[src/rtl/arch_map_retire_pkg.sv]
// Shared retire-stage definitions (sys_defs): sizing macros, the retire packet and FSM state type.
// Optional macro RETIRE_MAP_ASSERT_EN enables simulation checks inside arch_map_retire.
`ifndef SYS_DEFS_SVH
`define SYS_DEFS_SVH
`define N 3
`define ARCH_REG_SZ 32
`define PHYS_REG_SZ_R10K 64
`define PHYS_REG_BITS 6
`endif

package arch_map_retire_pkg;
  localparam int N_LANES       = `N;
  localparam int ARCH_REG_BITS = $clog2(`ARCH_REG_SZ);

  typedef struct packed {
    logic                      valid;
    logic                      has_dest;
    logic [ARCH_REG_BITS-1:0]  arch_reg;
    logic [`PHYS_REG_BITS-1:0] preg;
    logic                      mispredict;
  } RETIRE_PACKET;

  typedef enum logic [1:0] {
    RUN     = 2'd0,
    RECOVER = 2'd1,
    DRAIN   = 2'd2
  } retire_state_e;
endpackage

[src/rtl/arch_map_retire_if.sv]
// Retire-group bus between the ROB head (master) and the architectural map retire stage (slave).
interface arch_map_retire_if #(
  parameter int WIDTH     = `N,
  parameter int ARCH_REGS = `ARCH_REG_SZ,
  parameter int PB        = `PHYS_REG_BITS
);
  localparam int AB = $clog2(ARCH_REGS);

  logic [WIDTH-1:0]                 retire_valid;
  logic [WIDTH-1:0]                 retire_has_dest;
  logic [WIDTH-1:0][AB-1:0]         retire_arch_reg;
  logic [WIDTH-1:0][PB-1:0]         retire_preg;
  logic [WIDTH-1:0]                 retire_mispredict;
  logic                             retire_ready;
  logic [WIDTH-1:0]                 free_reg_request;
  logic [WIDTH-1:0][PB-1:0]         retired_pregs;
  logic                             branch_mispredict;
  logic [ARCH_REGS-1:0][PB-1:0]     arch_map_mispredict_input;

  modport master (
    output retire_valid, retire_has_dest, retire_arch_reg, retire_preg, retire_mispredict,
    input  retire_ready, free_reg_request, retired_pregs, branch_mispredict,
    input  arch_map_mispredict_input
  );

  modport slave (
    input  retire_valid, retire_has_dest, retire_arch_reg, retire_preg, retire_mispredict,
    output retire_ready, free_reg_request, retired_pregs, branch_mispredict,
    output arch_map_mispredict_input
  );
endinterface

[src/rtl/arch_map_retire_told_resolve.sv]
// Combinational retire-group resolve: squashes lanes younger than an effective mispredict and
// forwards the previous mapping (Told) through older lanes of the same group.
module retire_told_resolve
  import arch_map_retire_pkg::*;
#(
  parameter int WIDTH     = `N,
  parameter int ARCH_REGS = `ARCH_REG_SZ,
  parameter int PB        = `PHYS_REG_BITS
) (
  input  logic                         accept,
  input  RETIRE_PACKET [WIDTH-1:0]     pkts,
  input  logic [ARCH_REGS-1:0][PB-1:0] arch_map,
  output logic [WIDTH-1:0]             effective,
  output logic [WIDTH-1:0]             writes,
  output logic [WIDTH-1:0][PB-1:0]     told,
  output logic                         any_mispredict
);

  // Effective lanes stop at (and include) the oldest mispredicting lane.
  always_comb begin
    logic squash;
    squash         = 1'b0;
    effective      = '0;
    writes         = '0;
    any_mispredict = 1'b0;
    for (int i = 0; i < WIDTH; i++) begin
      if (accept && pkts[i].valid && !squash) begin
        effective[i] = 1'b1;
        writes[i]    = pkts[i].has_dest && (pkts[i].arch_reg != '0);
        if (pkts[i].mispredict) begin
          squash         = 1'b1;
          any_mispredict = 1'b1;
        end else begin
          squash = squash;
        end
      end else begin
        effective[i] = 1'b0;
      end
    end
  end

  // Ascending scan leaves the youngest older writer of the same register as Told.
  always_comb begin
    told = '0;
    for (int i = 0; i < WIDTH; i++) begin
      told[i] = arch_map[pkts[i].arch_reg];
      for (int j = 0; j < WIDTH; j++) begin
        if (j < i && writes[j] && (pkts[j].arch_reg == pkts[i].arch_reg)) begin
          told[i] = pkts[j].preg;
        end else begin
          told[i] = told[i];
        end
      end
    end
  end

endmodule

[src/rtl/arch_map_retire.sv]
// Architectural (retirement) register map with lane-aligned free outputs and mispredict recovery FSM.
// Defining RETIRE_MAP_ASSERT_EN adds simulation-only consistency checks; ports and timing are unchanged.
module arch_map_retire
  import arch_map_retire_pkg::*;
#(
  parameter int ARCH_REGS = `ARCH_REG_SZ,
  parameter int PHYS_REGS = `PHYS_REG_SZ_R10K,
  parameter int WIDTH     = `N
) (
  input  logic             clock,
  input  logic             reset,
  arch_map_retire_if.slave rif
);
  localparam int PB = `PHYS_REG_BITS;

  RETIRE_PACKET [WIDTH-1:0]     pkts_s;
  logic [WIDTH-1:0]             effective_s;
  logic [WIDTH-1:0]             writes_s;
  logic [WIDTH-1:0][PB-1:0]     told_s;
  logic                         any_mispredict_s;

  logic [ARCH_REGS-1:0][PB-1:0] arch_map_r;
  retire_state_e                state_r;
  logic                         ready_r;
  logic                         branch_r;
  logic [WIDTH-1:0]             free_r;
  logic [WIDTH-1:0][PB-1:0]     retired_r;

  // Pack the interface lanes into retire packets.
  always_comb begin
    pkts_s = '0;
    for (int i = 0; i < WIDTH; i++) begin
      pkts_s[i].valid      = rif.retire_valid[i];
      pkts_s[i].has_dest   = rif.retire_has_dest[i];
      pkts_s[i].arch_reg   = rif.retire_arch_reg[i];
      pkts_s[i].preg       = rif.retire_preg[i];
      pkts_s[i].mispredict = rif.retire_mispredict[i];
    end
  end

  retire_told_resolve #(
    .WIDTH     (WIDTH),
    .ARCH_REGS (ARCH_REGS),
    .PB        (PB)
  ) u_resolve (
    .accept         (ready_r),
    .pkts           (pkts_s),
    .arch_map       (arch_map_r),
    .effective      (effective_s),
    .writes         (writes_s),
    .told           (told_s),
    .any_mispredict (any_mispredict_s)
  );

  // Map update, free outputs and RUN/RECOVER/DRAIN sequencing.
  always_ff @(posedge clock or negedge reset) begin
    if (!reset) begin
      for (int i = 0; i < ARCH_REGS; i++) begin
        arch_map_r[i] <= PB'(i % PHYS_REGS);
      end
      state_r   <= RUN;
      ready_r   <= 1'b1;
      branch_r  <= 1'b0;
      free_r    <= '0;
      retired_r <= '0;
    end else begin
      // Later (younger) lanes overwrite earlier ones, so the youngest T wins.
      for (int i = 0; i < WIDTH; i++) begin
        if (writes_s[i]) begin
          arch_map_r[pkts_s[i].arch_reg] <= pkts_s[i].preg;
        end
        free_r[i]    <= writes_s[i];
        retired_r[i] <= writes_s[i] ? told_s[i] : {PB{1'b0}};
      end
      case (state_r)
        RUN: begin
          if (any_mispredict_s) begin
            state_r  <= RECOVER;
            ready_r  <= 1'b0;
            branch_r <= 1'b1;
          end else begin
            state_r  <= RUN;
            ready_r  <= 1'b1;
            branch_r <= 1'b0;
          end
        end
        RECOVER: begin
          state_r  <= DRAIN;
          ready_r  <= 1'b0;
          branch_r <= 1'b0;
        end
        DRAIN: begin
          state_r  <= RUN;
          ready_r  <= 1'b1;
          branch_r <= 1'b0;
        end
        default: begin
          state_r  <= RUN;
          ready_r  <= 1'b1;
          branch_r <= 1'b0;
        end
      endcase
    end
  end

  assign rif.retire_ready              = ready_r;
  assign rif.free_reg_request          = free_r;
  assign rif.retired_pregs             = retired_r;
  assign rif.branch_mispredict         = branch_r;
  assign rif.arch_map_mispredict_input = arch_map_r;

`ifdef RETIRE_MAP_ASSERT_EN
  arch_map_retire_chk #(
    .WIDTH     (WIDTH),
    .ARCH_REGS (ARCH_REGS),
    .PB        (PB)
  ) u_chk (
    .clock    (clock),
    .reset    (reset),
    .writes   (writes_s),
    .pregs    (rif.retire_preg),
    .arch_map (arch_map_r),
    .free     (free_r),
    .freed    (retired_r)
  );
`else
  logic unused_s;
  assign unused_s = ^effective_s;
`endif

endmodule

`ifdef RETIRE_MAP_ASSERT_EN
module arch_map_retire_chk #(
  parameter int WIDTH     = `N,
  parameter int ARCH_REGS = `ARCH_REG_SZ,
  parameter int PB        = `PHYS_REG_BITS
) (
  input logic                         clock,
  input logic                         reset,
  input logic [WIDTH-1:0]             writes,
  input logic [WIDTH-1:0][PB-1:0]     pregs,
  input logic [ARCH_REGS-1:0][PB-1:0] arch_map,
  input logic [WIDTH-1:0]             free,
  input logic [WIDTH-1:0][PB-1:0]     freed
);
  // A new mapping must not already be live; one cycle must not free a preg twice.
  always @(posedge clock) begin
    if (reset) begin
      for (int i = 0; i < WIDTH; i++) begin
        for (int a = 0; a < ARCH_REGS; a++) begin
          assert (!(writes[i] && arch_map[a] == pregs[i]))
            else $error("retire preg %0d already mapped to arch reg %0d", pregs[i], a);
        end
        for (int j = 0; j < WIDTH; j++) begin
          assert (!(j > i && free[i] && free[j] && freed[i] == freed[j]))
            else $error("preg %0d freed on lanes %0d and %0d", freed[i], i, j);
        end
      end
    end
  end
endmodule
`endif
[src/flat_wrapper.sv]
// flat-port wrapper written by rule: the top's interface ports become plain ports
module arch_map_retire_flat import arch_map_retire_pkg::*;
#(
  parameter int ARCH_REGS = `ARCH_REG_SZ,
  parameter int PHYS_REGS = `PHYS_REG_SZ_R10K,
  parameter int WIDTH     = `N
)
  (clock, reset, rif_retire_valid, rif_retire_has_dest, rif_retire_arch_reg, rif_retire_preg, rif_retire_mispredict, rif_retire_ready, rif_free_reg_request, rif_retired_pregs, rif_branch_mispredict, rif_arch_map_mispredict_input);
  arch_map_retire_if #(.WIDTH(WIDTH), .ARCH_REGS(ARCH_REGS)) rif_i ();
  input  logic clock;
  input  logic reset;
  input wire logic [$bits(rif_i.retire_valid)-1:0] rif_retire_valid;
  input wire logic [$bits(rif_i.retire_has_dest)-1:0] rif_retire_has_dest;
  input wire logic [$bits(rif_i.retire_arch_reg)-1:0] rif_retire_arch_reg;
  input wire logic [$bits(rif_i.retire_preg)-1:0] rif_retire_preg;
  input wire logic [$bits(rif_i.retire_mispredict)-1:0] rif_retire_mispredict;
  output wire logic [$bits(rif_i.retire_ready)-1:0] rif_retire_ready;
  output wire logic [$bits(rif_i.free_reg_request)-1:0] rif_free_reg_request;
  output wire logic [$bits(rif_i.retired_pregs)-1:0] rif_retired_pregs;
  output wire logic [$bits(rif_i.branch_mispredict)-1:0] rif_branch_mispredict;
  output wire logic [$bits(rif_i.arch_map_mispredict_input)-1:0] rif_arch_map_mispredict_input;
  assign rif_i.retire_valid = rif_retire_valid;
  assign rif_i.retire_has_dest = rif_retire_has_dest;
  assign rif_i.retire_arch_reg = rif_retire_arch_reg;
  assign rif_i.retire_preg = rif_retire_preg;
  assign rif_i.retire_mispredict = rif_retire_mispredict;
  assign rif_retire_ready = rif_i.retire_ready;
  assign rif_free_reg_request = rif_i.free_reg_request;
  assign rif_retired_pregs = rif_i.retired_pregs;
  assign rif_branch_mispredict = rif_i.branch_mispredict;
  assign rif_arch_map_mispredict_input = rif_i.arch_map_mispredict_input;
  arch_map_retire #(.ARCH_REGS(ARCH_REGS), .PHYS_REGS(PHYS_REGS), .WIDTH(WIDTH)) u_core (.clock(clock), .reset(reset), .rif(rif_i));
endmodule
[config.mk]
export PLATFORM = sky130hd
export DESIGN_NAME = arch_map_retire_flat
export DESIGN_NICKNAME = d
export VERILOG_FILES = /design/src/rtl/arch_map_retire_pkg.sv /design/src/rtl/arch_map_retire_if.sv /design/src/rtl/arch_map_retire_told_resolve.sv /design/src/rtl/arch_map_retire.sv /design/src/flat_wrapper.sv
export SDC_FILE = /design/constraint.sdc
export NUM_CORES = 1
export LEC_CHECK = 0
export BUFFER_PORTS_ARGS = -buffer_cell sky130_fd_sc_hd__buf_2
export CORE_ASPECT_RATIO = 0.5
export CORE_UTILIZATION = 43
export CTS_CLUSTER_DIAMETER = 50
export DETAILED_ROUTE_END_ITERATION = 16
export GPL_TIMING_DRIVEN = 1
export HOLD_SLACK_MARGIN = 0.08
export PLACE_DENSITY = 0.64
export SLEW_MARGIN = 20
export SYNTH_ARGS = -nofsm -noshare
export SYNTH_HDL_FRONTEND = slang
export SYNTH_SLANG_ARGS = --single-unit
[constraint.sdc]
create_clock -name clock -period 7.1 [get_ports clock]
set_input_delay 0.71 -clock clock [delete_from_list [all_inputs] [get_ports clock]]
set_output_delay 0.71 -clock clock [all_outputs]
set_load 0.005 [all_outputs]
**After elaboration in Yosys (flattened, before gate mapping)**

Index checks and enable logic that the tools add are counted.

- Word-level logic and storage cells: 108
- Input port bits: 44
- Register bits after elaboration: 217
- Output and inout port bits: 215

- Mux-type cells: 39
- Reduce and logical (&&, ||, !) cells: 20
- Equality and inequality tests: 4
- Order comparisons: 6

Operator list:

| cell | number |
|---|---|
| $bwmux W192 | 3 |
| $mux W192 | 3 |
| $bmux W6 S5 | 3 |
| $demux W6 S5 | 3 |
| $mux W6 | 12 |
| $lt A5 B6 Y1 const B | 3 |
| $eq A5 B5 Y1 | 3 |
| $ge A5 B1 Y1 const B | 3 |
| $reduce_bool A5 Y1 | 3 |
| $logic_and A1 B1 Y1 | 14 |
| $mux W1 | 13 |
| $pmux W2 S2 | 1 |
| $eq A2 B1 Y1 const B | 1 |
| $logic_not A1 Y1 | 2 |
| $logic_not A2 Y1 | 1 |
| $pmux W1 S2 | 1 |

**Logic depth before layout (Yosys ltp)**

Gate-level depths: netlist (run 1).

- Depth after elaboration: 10
- Mapped depth: 10
- Depth with buffers taken out: 6

**By module**

From an unflattened synthesis (run 1), not the netlist that was laid out.

- Cell total of the unflattened synthesis: 1917
- Area, all modules: 17777.0 um2

By module, submodules not included:

| module | instances | sequential area each (um2) | cells an instance | area each (um2) |
|---|---|---|---|---|
| arch_map_retire | 1 | 5506.5 | 1536 | 12639.6 |
| retire_told_resolve | 1 | 0.0 | 381 | 5137.4 |

**Least setup slack after synthesis (run 1)**

Ideal clock, no wire load.

- Path type: input to register
- Start: in rif_retire_arch_reg[0]
- End: reg u_core.arch_map_r (netlist bit u_core.rif.arch_map_mispredict_input[101])
- Setup time: 125 ps
- Data required time: 6975 ps
- Arrival: 2395 ps
- Setup slack: 4580 ps
- Path buffers: 2
- Cell stages on the path: 8
- Cells stage by stage: buf_4 -> nor2b_1 -> or3b_1 -> buf_2 -> nor3_4 -> mux2i_1 -> o21ai_0 -> mux2_2

- Cells in the longest elaborated chain, start to end: 10
- Elaborated cells on any way between the ends: 14
- Classes of those cells: order compare: 2; mux: 9; reduce/logical: 3

RTL lines:

| element | line | source |
|---|---|---|
| start: declaration | flat_wrapper.sv:14 | `input wire logic [$bits(rif_i.retire_arch_reg)-1:0] rif_retire_arch_reg;` |
| $lt A5 B6 Y1 (not written as such) or $ge A5 B1 Y1 (tied branches) | arch_map_retire.sv:70 | `arch_map_r[pkts_s[i].arch_reg] <= pkts_s[i].preg;` |
| $logic_and A1 B1 Y1 (not written as such) | arch_map_retire.sv:70 |  |
| $mux W6 (not written as such) | arch_map_retire.sv:70 |  |
| $demux W6 S5 | n/a |  |
| $bwmux W192 | arch_map_retire.sv:70 |  |
| $mux W192 * | arch_map_retire.sv:69 | `if (writes_s[i]) begin` |
| $bwmux W192 | arch_map_retire.sv:70 |  |
| $mux W192 * | arch_map_retire.sv:69 |  |
| $bwmux W192 | arch_map_retire.sv:70 |  |
| $mux W192 * | arch_map_retire.sv:69 |  |
| end signal: indexed assignment | arch_map_retire.sv:59 | `arch_map_r[i] <= PB'(i % PHYS_REGS);` |
| end signal: indexed assignment | arch_map_retire.sv:70 |  |
| end: declaration | arch_map_retire.sv:22 | `logic [ARCH_REGS-1:0][PB-1:0] arch_map_r;` |

Every way passes the cells marked *; elsewhere a longest branch is shown, timed or not.

**Final worst setup path (run 1)**

- Start: in rif_retire_arch_reg[1]
- End: reg u_core.arch_map_r (netlist bit u_core.rif.arch_map_mispredict_input[62])

The elaborated chain is that of the path after synthesis.

==> key figures, run 1 <==
Outcome
  – Outcome: complete, no violations

Timing
  – Endpoints failing hold: 0
  – Total of endpoints with negative setup slack in the final report: 0
  – Final Max Tran Viols: 0
  – Clock tree skew after final layout: 0.01658 ns
  – Shortest period the worst path allows: 3.646 ns
  – Worst slew pin tran: 1.208 ns
  – Ratio of final minimum period to clock period: 51.36%
  – Smallest setup slack after layout: 3.454 ns
  – Unrepaired setup endpoints after global routing: no
  – Fmax achieved: 274.3 MHz
  – Smallest hold slack: 0.2775 ns
  – Total negative slack for setup checks: 0 ns
  – Slew headroom: 18.85%

Worst setup path
  – Critical Path Max Stage Delay: 0.76 ns
  – CP Class: in -> reg
  – Worst path slowest cell: sky130_fd_sc_hd__nor2_1
  – Endpoint required time on the critical path: 7.52 ns
  – Critical path fanouts, max: 33
  – Worst endpoint data arrival time: 4.07 ns
  – Ordered cell list for the critical path: buf_2, buf_4, and3_1, nand2_1, nor2_1, mux2i_1, o21ai_0, mux2_2
  – CP Launch Type: input port
  – Nature of the critical path endpoint: register

Global routing
  – Maximum number of pins on one net before global-route repair: 126
  – Remaining global-route overflow: 0
  – First-pass GRT wire length: 108,300 um
  – Total GRT Usage: 36.49%
  – Number of global-route vias before repair: 14,950
  – Antenna violations before repair: 6

Detailed routing
  – Via count: 16,140
  – Initial drt markers: 2,595
  – Residual antenna-violating net count after detailed routing: 0
  – Routed via count divided by cell count: 6.811
  – Number of iterations in the first detailed-routing pass: 6
  – Sum of routed wire length over all layers: 77,160 um
  – Post-detailed-route DRC marker count: 0
  – Wire length per cell after detailed routing: 32.56 um

Pwr
  – Sw Share: 39.52%
  – Int Power: 3754 uW
  – Share of total power in sequential cells: 41.2%
  – Peak supply drop: 0.1779 mV
  – Fraction of power consumed by combinational cells: 38.0%
  – Net load switching power: 2453 uW
  – Static leakage: 0.008000 uW
  – Power density over cell area: 318.2 mW/mm2
  – Clock Power Share: 20.8%

Synthesis
  – Area share of the largest cell type after synthesis: 19.37%
  – Number of synthesis warnings: 0
  – Cell types with the largest area share after synthesis: sky130_fd_sc_hd__dfrtp_1 (19%), sky130_fd_sc_hd__mux4_2 (16%), sky130_fd_sc_hd__mux2i_1 (13%), sky130_fd_sc_hd__dfstp_2 (12%), sky130_fd_sc_hd__mux2_2 (10%)
  – Mapped Area: 0.01744 mm2
  – Largest area contributor in the netlist: sky130_fd_sc_hd__dfrtp_1
  – Most frequently used flop master after synthesis: sky130_fd_sc_hd__dfrtp_1
  – Count of state elements after synthesis: 216
  – Cell variety after synth: 59
  – Average size of a mapped cell: 10.24 um2
  – EDFF count, synth: 0
  – Net count after synthesis: 1,748
  – Number of standard cells after synthesis: 1,704
  – Proportion of synthesized flip-flops having asynchronous set or reset: 100.0%
  – Seq/Total Area, Yosys: 31.57%

Clock tree
  – Number of CTS-inserted buffers: 25
  – Sinks on the clock net: 216
  – Clk_lat worst skew: 0.55 ns
  – H-tree depth: 1
  – Setup Fix Bufs, Post-CTS: 0
  – Post-CTS clock slew at the launch and capture registers of the worst setup and hold paths: 0.06 ns
  – TritonCTS clock tree: yes
  – Buffer type at the clock tree root: sky130_fd_sc_hd__clkbuf_16
  – Maximum number of buffers from clock root to sink: 3
  – Post-cts sizing count: 0
  – Post-cts hold buffer count: 0

Placement
  – RePlAce Congestion: 1.041
  – IO buf count: 258
  – HPWL Detailed: 51,650 um
  – Minimum setup slack after placement: 3.086 ns
  – Number of placed instances with taps included: 2,322

Run
  – Number of max-cap violations: 0

Die
  – Floorplan die height: 144.4 um
  – Boundary pin count: 259
  – Total Die Area: 0.04142 mm2
  – Number of cell rows: 51
  – X dimension of the die: 286.8 um
  – Area of the core region: 0.03944 mm2
  – Initial core utilization: 44.23%

Finish
  – Area of combinational cells with multiple inputs: 0.01112 mm2
  – Post-layout net count: 1,863
  – Register cell area after layout: 0.005507 mm2
  – Non-filler cells, final: 2,370
  – Number of fill cells: 3,657
  – Layout cells sized above 1: 38.16%
  – Area added between synthesis and finish: 11.85%

Worst hold path
  – Class of the most critical hold timing path: in -> async
-- cells by family after synthesis --
| kind of cell | share of synthesized area, % |
|---|---|
| compound gates | 12.00 |
| xor+xnor | 0.7533 |
| buf+inv | 4.721 |
| flops | 31.57 |
| mux | 38.27 |
| simple gates | 12.69 |
-- critical path: cells and delay by family --
kind / cells / cell delay, ns
mux: 2 / 0.55
compound gates: 1 / 0.12
simple gates: 3 / 1.63
buf+inv: 2 / 1.01
-- routing by layer --
metal,vias up,track usage (%),wire length (um)
met3,222,13.58,11310
met5,-,0,37
li1,6616,-,-
met1,8041,49.32,29860
met2,1256,52.87,32770
met4,6,14.05,3184
-- stage by stage --
stage,total power (uW),cell area [um2],utilization [%]
2_1_floorplan,3611,17440,-
3_3_place_gp,4797,18700,47.43
3_5_place_dp,4828,18700,47.43
4_1_cts,6129,19500,49.44
5_1_grt,6427,19500,49.45
6_report,6207,19510,49.47
-- power groups by stage --
stage               registers [uW]  clock network (uW)  logic [uW]
floorplan                     2180                   0        1430
global placement              2520                   0        2270
detailed placement            2530                   0        2300
CTS                           2510                1300        2320
global route                  2570                1350        2510
finish                        2560                1290        2360
-- state kept, by name, summed over array words and instances, names as in the netlist --
signal                                count
u_core.rif.retired_pregs                 18
u_core.state_r                            2
u_core.rif.free_reg_request               3
u_core.rif.retire_ready                   1
u_core.rif.arch_map_mispredict_input    192
-- cell usage after synthesis (all sizes together), types with 16 or more instances --
cell      n
mux2i   219
nand2   165
nor2    164
mux2    156
dfrtp   135
mux4    121
clkbuf  112
o21ai   100
dfstp    81
buf      70
a211oi   62
a21oi    56
a21o     48
o22ai    41
nor2b    21
nor3     16
-- cell type report --
| class | count | area share (%) |
|---|---|---|
| diodes | 3 | 0.03848 |
| clock buffers | 38 | 3.714 |
| clock inverters | 7 | 0.3528 |
| inverters | 4 | 0.07697 |
| multi-input cells | 1302 | 57.00 |
| flip-flops and latches | 216 | 28.23 |
| well taps | 530 | 3.399 |
| repair buffers | 270 | 7.190 |
-- path summary, 6_finish.rpt --
kind	from	endpoint	slack, ns	cells past startpoint
worst max-delay path	rif_retire_arch_reg[1]	u_core.rif.arch_map_mispredict_input[62]	3.45	8
worst min-delay path	reset	u_core.rif.arch_map_mispredict_input[132]	0.28	1
worst max register to register	u_core.rif.retire_ready	u_core.rif.arch_map_mispredict_input[62]	3.68	5
worst min register to register	u_core.state_r[1]	u_core.state_r[1]	0.46	1
max in group asynchronous	reset	u_core.state_r[0]	5.49	2
min in group clock	u_core.state_r[1]	u_core.state_r[1]	0.46	1
-- cells in the final DEF (no fill, tap or decap), types with 6 or more instances in the layout --
master,count
sky130_fd_sc_hd__nor2_1,150
sky130_fd_sc_hd__nand2b_1,7
sky130_fd_sc_hd__mux4_2,121
sky130_fd_sc_hd__clkbuf_1,8
sky130_fd_sc_hd__mux2i_1,219
sky130_fd_sc_hd__mux2_2,156
sky130_fd_sc_hd__a22oi_1,12
sky130_fd_sc_hd__o22ai_1,41
sky130_fd_sc_hd__or3_1,7
sky130_fd_sc_hd__a21o_1,48
sky130_fd_sc_hd__nor3_2,7
sky130_fd_sc_hd__a211oi_1,62
sky130_fd_sc_hd__xor2_1,7
sky130_fd_sc_hd__nand3_1,8
sky130_fd_sc_hd__nor2_2,14
sky130_fd_sc_hd__dfstp_2,81
sky130_fd_sc_hd__buf_4,14
sky130_fd_sc_hd__a31oi_1,9
sky130_fd_sc_hd__dfrtp_1,135
sky130_fd_sc_hd__a21oi_1,56
sky130_fd_sc_hd__nand3b_1,7
sky130_fd_sc_hd__nand2_1,165
sky130_fd_sc_hd__xnor2_1,8
sky130_fd_sc_hd__o21ai_0,96
sky130_fd_sc_hd__or4_1,6
sky130_fd_sc_hd__buf_2,254
sky130_fd_sc_hd__nor4_1,13
sky130_fd_sc_hd__nor2b_1,21
sky130_fd_sc_hd__clkbuf_16,25
Note: power is estimated with default switching activity, not from simulation.
==> run 2: changes to the inputs <==
--- a/config.mk
+++ b/config.mk
@@ -12,7 +12,7 @@
 export DETAILED_ROUTE_END_ITERATION = 16
 export GPL_TIMING_DRIVEN = 1
 export HOLD_SLACK_MARGIN = 0.08
-export PLACE_DENSITY = 0.64
+export PLACE_DENSITY = 0.66
 export SLEW_MARGIN = 20
 export SYNTH_ARGS = -nofsm -noshare
 export SYNTH_HDL_FRONTEND = slang
==> constraint.sdc (replaced) <==
create_clock -name clock -period 3.26 [get_ports clock]
set_input_delay 0.326 -clock clock [delete_from_list [all_inputs] [get_ports clock]]
set_output_delay 0.326 -clock clock [all_outputs]
set_load 0.005 [all_outputs]
==> key figures, run 2 (synthesized netlist as in run 1, its figures left out) <==
Pwr
  – Net load switching power: 5401 uW
  – Sw Share: 39.21%
  – Int Power: 8373 uW
  – Static leakage: 0.008316 uW
  – Share of total power in sequential cells: 40.9%
  – Power density over cell area: 687.5 mW/mm2
  – Clock Power Share: 21.2%
  – Fraction of power consumed by combinational cells: 37.9%
  – Peak supply drop: 0.4294 mV

Worst setup path
  – Nature of the critical path endpoint: register
  – Worst endpoint data arrival time: 3.15 ns
  – CP Class: reg -> reg
  – Endpoint required time on the critical path: 3.69 ns
  – CP Launch Type: register
  – Critical path fanouts, max: 9

Timing
  – Smallest setup slack after layout: 0.5421 ns
  – Slew headroom: 14.73%
  – Endpoints failing hold: 0
  – Shortest period the worst path allows: 2.718 ns
  – Ratio of final minimum period to clock period: 83.37%
  – Worst slew pin tran: 1.247 ns
  – Fmax achieved: 367.9 MHz
  – Clock tree skew after final layout: 0.01509 ns
  – Unrepaired setup endpoints after global routing: no
  – Total negative slack for setup checks: 0 ns
  – Final Max Tran Viols: 0
  – Total of endpoints with negative setup slack in the final report: 0

Clock tree
  – H-tree depth: 1
  – Number of CTS-inserted buffers: 23
  – Post-CTS clock slew at the launch and capture registers of the worst setup and hold paths: 0.06 ns
  – Clk_lat worst skew: 0.55 ns
  – TritonCTS clock tree: yes
  – Maximum number of buffers from clock root to sink: 3
  – Buffer type at the clock tree root: sky130_fd_sc_hd__clkbuf_16
  – Sinks on the clock net: 216

Die
  – Area of the core region: 0.03944 mm2
  – X dimension of the die: 286.8 um
  – Initial core utilization: 44.23%
  – Number of cell rows: 51
  – Boundary pin count: 259
  – Total Die Area: 0.04142 mm2
  – Floorplan die height: 144.4 um

Finish
  – Post-layout net count: 1,920
  – Area added between synthesis and finish: 14.87%
  – Layout cells sized above 1: 40.12%
  – Flip-flop count of the largest register after layout: 192
  – Non-filler cells, final: 2,424
  – Most common cell after layout, fill and taps aside: sky130_fd_sc_hd__buf_2
  – Leading cell types in the layout, fill and taps excluded: sky130_fd_sc_hd__buf_2 (254), sky130_fd_sc_hd__mux2i_1 (219), sky130_fd_sc_hd__nand2_1 (165)
  – Core occupancy in the finished layout: 50.80%

Worst hold path
  – Class of the most critical hold timing path: in -> reg

Placement
  – Minimum setup slack after placement: 0.5271 ns
  – HPWL Detailed: 53,850 um
  – RePlAce Congestion: 1.039
  – IO buf count: 258
  – Number of placed instances with taps included: 2,380

Global routing
  – Maximum number of pins on one net before global-route repair: 76
  – Number of global-route vias before repair: 15,190
  – Antenna violations before repair: 0
  – First-pass GRT wire length: 110,400 um
  – Remaining global-route overflow: 0
  – Total GRT Usage: 37.36%

Detailed routing
  – Initial drt markers: 2,669
  – Post-detailed-route DRC marker count: 0
  – Routed via count divided by cell count: 6.776
  – Residual antenna-violating net count after detailed routing: 0
  – Sum of routed wire length over all layers: 78,710 um
  – Via count: 16,430
  – Wire length per cell after detailed routing: 32.47 um
  – Number of iterations in the first detailed-routing pass: 6

Run
  – Number of max-cap violations: 0

Outcome
  – Outcome: complete, no violations
==> run 2: changes by cell type in the layout (fill, tap and decap cells not counted), sizes merged <==
cell and change:
buf +58, clkbuf -6, bufinv +4, inv -3, clkinvlp +2, clkinv -1, diode -1, dlygate4sd3 +1
==> run 2: final timing paths <==
path	depth (start not counted)	endpoint	from	slack [ns]
min	4	u_core.rif.retire_ready	rif_retire_mispredict[2]	0.09
max	6	u_core.rif.arch_map_mispredict_input[180]	u_core.rif.retire_ready	0.54
max in group asynchronous	3	u_core.rif.arch_map_mispredict_input[188]	reset	2.03
min reg2reg	1	u_core.state_r[1]	u_core.state_r[1]	0.45
min in group asynchronous	2	u_core.rif.arch_map_mispredict_input[132]	reset	0.37
max reg2reg	6	u_core.rif.arch_map_mispredict_input[180]	u_core.rif.retire_ready	0.54
==> run 2: stage by stage <==
stage	hold WS (ns)	total power (uW)	instance area (um2)
3_3_place_gp	0.3598	10570	19200
5_1_grt	0.1334	14210	20030
2_1_floorplan	0.03041	7864	17440
6_report	0.09003	13770	20030
3_5_place_dp	0.3599	10640	19210
4_1_cts	0.08377	13560	20030
==> run 2: power by group through the flow <==
stage / combinational [uW] / clock, uW / sequential (uW)
global route: 5570 / 3000 / 5630
finish: 5220 / 2920 / 5630
CTS: 5130 / 2920 / 5510
floorplan: 3110 / 0 / 4750
global placement: 5040 / 0 / 5530
detailed placement: 5100 / 0 / 5540
==> run 2: layout make-up <==
type                            instances  area (um2)
Multi-Input combinational cell       1302       11120
Sequential cell                       216        5507
Tap cell                              530       663.1
Clock inverter                          9       158.9
Timing Repair Buffer                  329        1919
Fill cell                            3638       19400
Inverter                                4       15.01
Antenna cell                            2       5.005
Clock buffer                           32       649.4
==> run 2: critical path, stage by stage, from the launching register on <==
cell and delay (ns):
sky130_fd_sc_hd__dfstp_2 0.61, sky130_fd_sc_hd__and3_1 0.22, sky130_fd_sc_hd__nand2_1 0.14, sky130_fd_sc_hd__nor2_1 0.41
sky130_fd_sc_hd__nand2_1 0.28, sky130_fd_sc_hd__nor2_1 0.54, sky130_fd_sc_hd__mux2_2 0.40
==> run 2: repair_timing <==
item                                   in CTS  in global routing
resized for setup                           0                  0
hold buffers                                1                  0
endpoints found under the hold margin      43                  0
buffers inserted                            0                  0
==> run 2: routing by layer <==
layer  wire [um]  up-vias  track usage, %
met5          49        -          0.9524
met4        3347        2           14.14
met3       10920      237           12.18
met2       33720     1249           55.77
met1       30670     8228           50.32
li1            -     6709               -
==> run 3: changes to the inputs <==
==> constraint.sdc (replaced) <==
create_clock -name clock -period 2.4 [get_ports clock]
set_input_delay 0.24 -clock clock [delete_from_list [all_inputs] [get_ports clock]]
set_output_delay 0.24 -clock clock [all_outputs]
set_load 0.005 [all_outputs]
==> key figures, run 3 (synthesized netlist as in run 1, its figures left out) <==
Outcome
  – Outcome: complete, no violations

Worst setup path
  – Critical Path Source: u_core.rif.retire_ready
  – Reg2Reg Launch Point: u_core.rif.retire_ready
  – Top cell family by delay on the critical path: simple AND/OR/NAND/NOR gates
  – Buffers plus inverters on the worst setup path: 1
  – Critical path fanouts, max: 7
  – Worst path slowest cell: sky130_fd_sc_hd__dfstp_2
  – Ordered cell list for the critical path: nor2b_2, or3b_4, buf_12, nor2_2, mux2i_1, a21oi_1, mux2_2
  – Nature of the critical path endpoint: register
  – Worst endpoint data arrival time: 2.79 ns
  – Endpoint required time on the critical path: 2.85 ns
  – CP Class: reg -> reg
  – Critical Path Max Stage Delay: 0.57 ns
  – CP Launch Type: register

Placement
  – HPWL Detailed: 58,850 um
  – IO buf count: 258
  – RePlAce Congestion: 1.103

Die
  – Total Die Area: 0.04142 mm2
  – Initial core utilization: 44.23%
  – Area of the core region: 0.03944 mm2
  – Floorplan die height: 144.4 um
  – Boundary pin count: 259
  – Number of cell rows: 51
  – X dimension of the die: 286.8 um

Timing
  – Clock tree skew after final layout: 0.01889 ns
  – Endpoints failing hold: 0
  – Fmax achieved: 426.7 MHz
  – Worst slew pin tran: 1.052 ns
  – Ratio of final minimum period to clock period: 97.64%
  – Smallest hold slack: 0.1677 ns
  – Final Max Tran Viols: 0
  – Shortest period the worst path allows: 2.343 ns
  – Total of endpoints with negative setup slack in the final report: 0
  – Total negative slack for setup checks: 0 ns
  – Unrepaired setup endpoints after global routing: yes
  – Slew headroom: 29.90%

Pwr
  – Peak supply drop: 0.5146 mV
  – Power density over cell area: 915.6 mW/mm2
  – Static leakage: 0.009158 uW

Finish
  – Post-layout net count: 2,059
  – Number of fill cells: 3,512
  – Area added between synthesis and finish: 23.52%
  – Layout cells sized above 1: 44.62%
  – Most common cell after layout, fill and taps aside: sky130_fd_sc_hd__buf_2
  – Leading cell types in the layout, fill and taps excluded: sky130_fd_sc_hd__buf_2 (254), sky130_fd_sc_hd__mux2i_1 (219), sky130_fd_sc_hd__buf_4 (174)
  – Flip-flop count of the largest register after layout: 192

Worst hold path
  – Worst hold path startpoint: rif_retire_mispredict[1]
  – Class of the most critical hold timing path: in -> reg

Clock tree
  – Sinks on the clock net: 216
  – Number of CTS-inserted buffers: 26
  – Buffer type at the clock tree root: sky130_fd_sc_hd__clkbuf_16
  – Post-CTS clock slew at the launch and capture registers of the worst setup and hold paths: 0.06 ns
  – Maximum number of buffers from clock root to sink: 3
  – TritonCTS clock tree: yes
  – H-tree depth: 1
  – Clk_lat worst skew: 0.58 ns

Detailed routing
  – Via count: 17,310
  – Post-detailed-route DRC marker count: 0
  – Number of iterations in the first detailed-routing pass: 5
  – Wire length per cell after detailed routing: 32.49 um
  – Residual antenna-violating net count after detailed routing: 0
  – Sum of routed wire length over all layers: 83,380 um
  – Initial drt markers: 2,595
  – Routed via count divided by cell count: 6.747

Run
  – Number of max-cap violations: 0

Global routing
  – Number of global-route vias before repair: 16,210
  – First-pass GRT wire length: 117,300 um
  – Antenna violations before repair: 2
  – Maximum number of pins on one net before global-route repair: 66
  – Total GRT Usage: 39.72%
  – Remaining global-route overflow: 0
## run 3: cell count changes in the layout (fill, tap and decap cells not counted), moves of 3 or more
cell | before | now
sky130_fd_sc_hd__clkbuf_16 | 23 | 27
sky130_fd_sc_hd__nand2b_1 | 7 | 3
sky130_fd_sc_hd__dlygate4sd3_1 | 1 | 4
sky130_fd_sc_hd__nand2b_2 | 0 | 4
sky130_fd_sc_hd__buf_12 | 6 | 31
sky130_fd_sc_hd__buf_4 | 67 | 174
sky130_fd_sc_hd__nor2_2 | 14 | 8
sky130_fd_sc_hd__inv_8 | 1 | 4
sky130_fd_sc_hd__nand2_2 | 0 | 3
sky130_fd_sc_hd__nor2_4 | 0 | 6
sky130_fd_sc_hd__nand2_1 | 165 | 162
## run 3: worst paths after layout
path / end / cells after the start / slack (ns)
setup reg to reg: u_core.rif.arch_map_mispredict_input[168] / 7 / 0.06
hold reg to reg: u_core.state_r[1] / 1 / 0.46
setup / recovery: u_core.rif.arch_map_mispredict_input[168] / 7 / 0.06
max in group asynchronous: u_core.rif.arch_map_mispredict_input[109] / 3 / 1.29
hold / removal: u_core.rif.retire_ready / 5 / 0.17
min in group asynchronous: u_core.rif.arch_map_mispredict_input[129] / 2 / 0.25
## run 3: timing repair
| item | CTS | global route |
|---|---|---|
| buffers inserted | 0 | 3 |
| resized for setup | 0 | 20 |
| endpoints found under the hold margin | 66 | 0 |
| hold buffers | 4 | 0 |
| setup endpoints to repair | 0 | 76 |
## run 3: final cells by class
| class | count | area [um2] | area share, % |
|---|---|---|---|
| sequential | 216 | 5507 | 25.56 |
| timing repair buffer | 465 | 3264 | 15.15 |
| tap | 530 | 663.1 | 3.078 |
| clock inverter | 9 | 133.9 | 0.6215 |
| multi-input combinational | 1302 | 11190 | 51.93 |
| antenna | 1 | 2.502 | 0.01162 |
| inverter | 4 | 15.01 | 0.06970 |
| clock buffer | 39 | 770.7 | 3.578 |
## run 3: per-stage QoR
step	total power [uW]	utilization [%]	worst slack, ns	cell area (um2)	cells
2_1_floorplan	10680	-	0.1500	17440	1704
3_3_place_gp	14930	51.90	-0.1947	20470	2510
3_5_place_dp	15050	51.90	-0.1668	20470	2510
4_1_cts	19340	54.30	0.0009004	21410	2562
5_1_grt	20280	54.63	-0.01351	21540	2566
6_report	19720	54.63	0.05665	21540	2566
## run 3: metal layers
layer / GRT usage [%] / share of wire [%]
met1: 54.23 / 39
met2: 57.95 / 42
met3: 12.60 / 14
met4: 16.83 / 5.1
met5: 0 / 0
## run 3: where the power goes
part	internal, uW	switching, uW
combinational	4220	3810
sequential	5220	2210
clock	2470	1800
## run 3: tightest hold or removal path: cells and delay by family
kind	cells	cell delay, ns
buf+inv	2	0.23
compound gates	2	0.19
simple gates	1	0.08
